<file path="src/rtl/seven_seg_scan_ctrl.sv">
// Multiplexed scan controller for a common-anode 7-segment display with frame-aligned value commit.
// Optional leading-zero blanking is enabled by defining SEG_SCAN_LZB_EN.
module seven_seg_scan_ctrl #(
    parameter int DIGITS    = 4,
    parameter int CLK_DIV   = 50000,
    parameter int BLANK_CYC = 16
) (
    input  logic                  clk_i,
    input  logic                  rst_n_i,
    input  logic [4*DIGITS-1:0]   value_i,
    input  logic                  load_i,
    output logic                  load_ready_o,
    output logic [3:0]            code_led_o,
    output logic [DIGITS-1:0]     digit_en_o,
    output logic                  blank_o,
    output logic                  frame_o
);

    localparam int PW = $clog2(CLK_DIV);
    localparam int IW = $clog2(DIGITS);
    localparam logic [PW-1:0] P_LAST    = PW'(CLK_DIV - 1);
    localparam logic [PW-1:0] P_PRE     = PW'(CLK_DIV - 2);
    localparam logic [PW-1:0] P_BL_LAST = PW'(BLANK_CYC - 1);
    localparam logic [IW-1:0] I_LAST    = IW'(DIGITS - 1);

    typedef enum logic {ST_BLANK, ST_SHOW} state_t;

    state_t                r_state, w_state_nxt;
    logic [PW-1:0]         r_presc, w_presc_nxt;
    logic [IW-1:0]         r_idx, w_idx_nxt;
    logic [4*DIGITS-1:0]   r_disp, r_pend, w_disp_nxt;
    logic                  r_pend_v;
    logic [3:0]            r_code, w_code_nxt;
    logic [DIGITS-1:0]     r_en, w_en_nxt;
    logic                  r_blank, r_frame, w_frame_nxt;
    logic                  w_wrap, w_commit, w_lz, w_lit;

    always_ff @(posedge clk_i or negedge rst_n_i) begin
        if (!rst_n_i) r_state <= ST_BLANK;
        else          r_state <= w_state_nxt;
    end

    always_comb begin
        w_state_nxt = r_state;
        w_presc_nxt = r_presc + 1'b1;
        w_idx_nxt   = r_idx;
        w_wrap      = (r_presc == P_LAST);
        w_commit    = 1'b0;
        w_code_nxt  = 4'h0;
        w_lz        = 1'b0;
        w_lit       = 1'b0;
        w_en_nxt    = '1;
        w_frame_nxt = (r_presc == P_PRE) && (r_idx == I_LAST);

        if (w_wrap) begin
            w_presc_nxt = '0;
            w_idx_nxt   = (r_idx == I_LAST) ? '0 : r_idx + 1'b1;
            w_commit    = (r_idx == I_LAST) && r_pend_v;
        end
        w_disp_nxt = w_commit ? r_pend : r_disp;

        case (r_state)
            ST_BLANK: if (r_presc == P_BL_LAST) w_state_nxt = ST_SHOW;
            ST_SHOW:  if (w_wrap)               w_state_nxt = ST_BLANK;
            default:                            w_state_nxt = ST_BLANK;
        endcase

        // Outputs are computed from next-cycle index/value so the new nibble appears with the slot.
        for (int k = 0; k < DIGITS; k++) begin
            if (w_idx_nxt == IW'(k)) w_code_nxt = w_disp_nxt[4*k +: 4];
        end

`ifdef SEG_SCAN_LZB_EN
        if (w_idx_nxt != '0) begin
            w_lz = 1'b1;
            for (int k = 0; k < DIGITS; k++) begin
                if ((IW'(k) >= w_idx_nxt) && (w_disp_nxt[4*k +: 4] != 4'h0)) w_lz = 1'b0;
            end
        end
`else
        w_lz = 1'b0;
`endif

        w_lit = (w_state_nxt == ST_SHOW) && !w_lz;
        for (int k = 0; k < DIGITS; k++) begin
            w_en_nxt[k] = !(w_lit && (w_idx_nxt == IW'(k)));
        end
    end

    always_ff @(posedge clk_i or negedge rst_n_i) begin
        if (!rst_n_i) begin
            r_presc  <= '0;
            r_idx    <= '0;
            r_disp   <= '0;
            r_pend   <= '0;
            r_pend_v <= 1'b0;
            r_code   <= 4'h0;
            r_en     <= '1;
            r_blank  <= 1'b1;
            r_frame  <= 1'b0;
        end else begin
            r_presc <= w_presc_nxt;
            r_idx   <= w_idx_nxt;
            r_disp  <= w_disp_nxt;
            r_code  <= w_code_nxt;
            r_en    <= w_en_nxt;
            r_blank <= !w_lit;
            r_frame <= w_frame_nxt;
            // Commit and accept are exclusive: commit needs pend_v, accept needs !pend_v.
            if (load_i && !r_pend_v) begin
                r_pend   <= value_i;
                r_pend_v <= 1'b1;
            end else if (w_commit) begin
                r_pend_v <= 1'b0;
            end
        end
    end

    assign load_ready_o = ~r_pend_v;
    assign code_led_o   = r_code;
    assign digit_en_o   = r_en;
    assign blank_o      = r_blank;
    assign frame_o      = r_frame;

endmodule

</file>
<file path="config.mk">
export PLATFORM = sky130hd
export DESIGN_NAME = seven_seg_scan_ctrl
export DESIGN_NICKNAME = d
export VERILOG_FILES = /design/src/rtl/seven_seg_scan_ctrl.sv
export SDC_FILE = /design/constraint.sdc
export NUM_CORES = 1
export LEC_CHECK = 0
export BUFFER_PORTS_ARGS = -buffer_cell sky130_fd_sc_hd__buf_2
export CAP_MARGIN = 30
export CORE_UTILIZATION = 52
export CTS_CLUSTER_SIZE = 10
export DETAILED_ROUTE_END_ITERATION = 8
export GPL_ROUTABILITY_DRIVEN = 0
export GPL_TIMING_DRIVEN = 0
export PLACE_DENSITY = 0.72
export SLEW_MARGIN = 20
export SYNTH_ARGS = -nofsm -noshare
export SYNTH_HDL_FRONTEND = slang
export SYNTH_SLANG_ARGS = --single-unit
</file>
<file path="constraint.sdc">
create_clock -name clk_i -period 2.7 [get_ports clk_i]
set_clock_uncertainty 0.2 [all_clocks]
set_input_delay 0.27 -clock clk_i [delete_from_list [all_inputs] [get_ports clk_i]]
set_output_delay 0.27 -clock clk_i [all_outputs]
set_load 0.02 [all_outputs]
</file>
# ---- After elaboration in Yosys (flattened, before gate mapping)
# Index checks and enable logic that the tools add are counted.
dict set report classes {
  n_addsub 2
  eq_ne 7
  n_mux 14
  n_bitwise 2
  n_reduce_logical 15
}
# op count
set op_table {}
lappend op_table {{$eq A16 B16 Y1 const B} 2}
lappend op_table {{$mux W16} 2}
lappend op_table {{$add A16 B1 Y16 const B} 1}
lappend op_table {{$eq A16 B4 Y1 const B} 1}
lappend op_table {{$mux W4} 4}
lappend op_table {{$logic_and A1 B1 Y1} 7}
lappend op_table {{$eq A2 B2 Y1 const B} 3}
lappend op_table {{$logic_not A1 Y1} 6}
lappend op_table {{$mux W1} 5}
lappend op_table {{$mux W2} 2}
lappend op_table {{$add A2 B1 Y2 const B} 1}
lappend op_table {{$eq A2 B1 Y1 const B} 1}
lappend op_table {{$logic_not A2 Y1} 1}
lappend op_table {{$not A1 Y1} 2}
lappend op_table {{$pmux W1 S2} 1}
lappend op_table {{$reduce_bool A2 Y1} 1}
dict set report word_totals {
  regBits 62
  input_bits 19
}

# ---- Depth between registers and ports, before layout
dict set report depth {
  word_depth 8
  depth_mapped 8
  ltp_nobuf 8
}

# ---- Worst setup path before layout
# No wires, ideal clock.
dict set report synth_timing {
  path_type {reg2reg}
  startpoint {reg r_presc[11]}
  endpoint {reg r_code[0] (netlist: code_led_o[0])}
  arrival_time_ps 1870
  setup_slack_ps 510
  stages_incl_launch_ff 9
  n_path_buf 2
  synth_period_minus_slack_ps 2190
  cell_sequence {dfrtp_1 -> nor4_4 -> and2_4 -> and4_4 -> buf_8 -> buf_12 -> mux2_4 -> o22ai_1 -> nor2_1}
}
# item line_no
set synth_lines {}
lappend synth_lines {{start, declared} 29} ;# logic [PW-1:0] r_presc, w_presc_nxt;
lappend synth_lines {{start signal, assigned} 102} ;# r_presc <= w_presc_nxt;
lappend synth_lines {{$eq A16 B16 Y1} 47} ;# w_wrap = (r_presc == P_LAST);
lappend synth_lines {{$mux W1} 55} ;# if (w_wrap) begin
lappend synth_lines {{$mux W16} 60} ;# w_disp_nxt = w_commit ? r_pend : r_disp;
lappend synth_lines {{named net w_disp_nxt[8]} 31} ;# logic [4*DIGITS-1:0] r_disp, r_pend, w_disp_nxt;
lappend synth_lines {{$mux W4 (2 in series)} 70} ;# if (w_idx_nxt == IW'(k)) w_code_nxt = w_disp_nxt[4*k +: 4];
lappend synth_lines {{named net w_code_nxt[0]} 33} ;# logic [3:0] r_code, w_code_nxt;
lappend synth_lines {{end signal, assigned} 105} ;# r_code <= w_code_nxt;
lappend synth_lines {{end, declared} 33}
# The timed path passes the listed nets, and every way through them passes these cells.
# A chain may end at the register's enable or synchronous reset.

# ---- Worst setup path after layout
# Ends and elaborated chain as after synthesis.

==> impl_metrics.py <==
metrics = {
    "status": {
        "status": "finished clean",
    },
    "min_path": {
        "hold_start": "r_presc[0]",
        "hp-class": "flip-flop to flip-flop",
    },
    "logic_synthesis": {
        "synth_area_sq_um": 2620,
        "synth_top_area_cell": "dfrtp_1",
        "muxShareOfSynthArea_pct": 16.1,
        "ys_top_cells_by_area": "dfrtp_1 54%, mux2_2 9.9%, mux2_4 5.2%, dfstp_2 5.0%, nor2_1 2.9%",
        "yosys_warnings": 0,
        "syn-num-nets": 216,
        "synth_top_family_by_area": "multiplexers",
        "synthSimpleGateAreaFrac_pct": 13.3,
        "yosys.area_share.xor_xnor_pct": 4.35,
        "syn_avg_cell_area_sq_um": 13.5,
        "syn-instance-count": 194,
        "synth.distinct_cells": 36,
        "synth_compound_area_share_pct": 2.82,
        "synth_top_area_share_pct": 54.5,
        "synthAdderAreaFrac_pct": 1.43,
        "synth_seq_cells": 62,
        "yosysSeqAreaShare_pct": 59.5,
    },
    "die": {
        "ios": 30,
        "die_h_um": 73.0,
        "die_area_sq_um": 5320,
        "coreArea_sq_um": 4790,
        "start_util_pct": 54.7,
        "die_w_um": 73.0,
        "rows": 25,
    },
    "timing": {
        "setup_slack_ns": 0.354,
        "worst_pin_slew_ns": 0.752,
        "rsz0062_at_grt": "false",
        "setup_viol_count_final": 0,
        "tns_ns": 0,
        "hold_viol": 0,
        "max_freq_ghz": 0.426,
        "fin_crit_ns": 2.35,
        "finalCritPeriodShare_pct": 86.9,
        "report.final.slew_viol_count": 0,
        "slew-limit-headroom_pct": 49.9,
    },
    "clock_tree": {
        "clkTransAtPathRegs_ns": 0.07,
        "postCtsResizedCells": 0,
        "clockRootBuffer": "clkbuf_8",
        "h-tree-depth": 3,
        "insertion_delay_ns": 0.34,
        "cts_setup_buffers": 0,
        "cts_buffer_depth": 2,
        "cts_tree": "built",
        "clkSinkCount": 62,
        "cts_buffers": 9,
    },
    "grt": {
        "grt_max_degree": 63,
        "grt_pass1_vias": 1620,
        "gr-usage-all-layers_pct": 20.0,
        "grt_remaining_overflow": 0,
        "grt_first_pass_wirelength_um": 7610,
        "antenna_found_initial": 0,
    },
    "critical_path": {
        "slowest_stage": "dfrtp_1",
        "end_kind": "flip-flop",
        "crit_start": "r_presc[11]",
        "path_depth": 8,
        "cp_cell_sequence": "nor4_4 -> and2_4 -> and4_4 -> buf_8 -> buf_12 -> mux2_4 -> o22ai_1 -> nor2_1",
        "worst_path_largest_cell_delay_ns": 0.45,
        "rrSetupSlack_ns": 0.35,
        "timing.rr.start": "r_presc[11]",
        "endpoint": "code_led_o[0]",
        "cp_data_required_time_ns": 2.73,
        "worst-path-buf-inv": 2,
        "arrival_ns": 2.38,
        "crit_type": "flip-flop to flip-flop",
        "critPathLaunchType": "flip-flop",
        "crit_family": "simple AND/OR/NAND/NOR gates",
        "crit_fanout": 10,
        "crit-reg2reg-capture": "code_led_o[0]",
        "r2r_cells": 8,
    },
    "routing": {
        "drt_wl_total_um": 4630,
        "post_drt_wl_per_cell_um": 14.3,
        "first_pass_iters": 4,
        "drt_iter0_markers": 55,
        "drc": 0,
        "vias_per_cell": 5.04,
        "final_antenna_net_count": 0,
        "dr_total_vias": 1632,
    },
    "cells_and_area": {
        "diodes": 0,
        "final_area_sq_um": 3200,
        "fin_util_pct": 66.8,
        "drive_above_1_share_pct": 36.6,
        "multi_input_area_sq_um": 995,
        "finalNetCount": 274,
        "area_growth_pct": 22.1,
        "nFillCells": 355,
        "regArea_sq_um": 1560,
    },
    "placed_design": {
        "place_area_sq_um": 2850,
        "dp_slack_ns": 0.340,
        "numPortBuffers": 29,
        "dp_hpwl_um": 2980,
    },
    "power_and_ir_drop": {
        "power.density_nw_per_um2": 544,
        "leakagePower_uw": 0.00154,
        "irDropWorstVdd_mv": 0.370,
    },
    "job": {
        "maxCapViolCount": 0,
    },
}
==> area by class of cell <==
type	instances	share of cell area [%]
sequential	62	48.7
clock buffer	10	3.99
tap	67	2.62
inverter	6	0.705
timing repair buffer	47	10.3
multi-input combinational	122	31.1
clock inverter	6	1.21
buffer	4	1.33
==> logic make-up after synthesis <==
logic type,count (synthesis)
flops,62
xor+xnor,13
simple gates,60
fa+ha+maj,3
mux,34
compound gates,12
buf+inv,10
==> synth_stat cells <==
library cell,instances
mux2_4,9
and4_2,1
nor4_4,1
and2_2,1
nor4b_4,1
o22ai_1,8
dfstp_2,5
nand4_2,1
a21o_1,1
nor2_1,20
nor2b_1,2
buf_12,1
nor3_1,2
and3_4,1
mux2i_2,2
ha_1,3
xor2_1,7
and4_1,1
and3_1,1
nand2_1,12
inv_1,6
and2_1,1
or4_1,1
and2_4,1
a21oi_1,1
mux2_2,23
dfrtp_1,57
clkbuf_1,2
o21ai_0,1
nand4_1,2
xnor2_1,6
and4_4,2
buf_8,1
nand3_1,8
a31oi_1,1
nor4_1,1
==> worst min-delay path by stage <==
stage,to,slack (ns),cells after the start
after floorplan,code_led_o[0],-0.23,0
after global placement,r_presc[0],0.27,1
after detailed placement,r_presc[13],0.19,1
after CTS,r_presc[0],0.29,1
after global routing,r_presc[0],0.30,1
final,r_presc[0],0.29,1
==> state kept, by name (all words and copies together) (netlist names) <==
name and count:
r_idx 2, digit_en_o 4, r_pend_v 1, r_presc 16, frame_o 1, r_disp 16
code_led_o 4, blank_o 1, r_pend 16, r_state 1
==> cells in the final DEF, fill, tap and decap left out, drive strengths merged, types with 3 or more instances in the layout <==
cell          n
dfrtp        57
mux2         32
buf          31
nor2         20
dlygate4sd3  18
nand2        12
clkbuf       12
o22ai         8
nand3         8
xor2          7
inv           6
xnor2         6
dfstp         5
clkinv        4
and4          4
ha            3
nand4         3
and2          3
==> metal layers <==
metal,GRT usage [%],up-vias,wire (um)
li1,-,792,-
met1,28.7,797,2370
met2,27.9,31,2020
met3,4.56,12,123
met4,11.8,0,119
met5,0,-,0
==> timing repair <==
action | in CTS | in global routing
hold buffers | 18 | 0
hold endpoints to repair | 74 | 0
endpoints found under the setup margin | 0 | 0
==> power breakdown <==
part | switching, uW | internal, uW | leakage (uW)
Sequential | 14.3 | 957 | 0.000798
Combinational | 29.9 | 47.0 | 0.000662
Clock | 362 | 329 | 0.0000820
Total | 406 | 1330 | 0.00154
==> stage by stage <==
stage	hold slack (ns)	total power, uW	std cells
after floorplan	-0.226	1010	194
after global placement	0.270	1040	290
after detailed placement	0.190	1050	290
after CTS	0.292	1750	324
after global routing	0.301	1800	324
final	0.288	1740	324
Note: power is estimated with default switching activity, not from simulation.
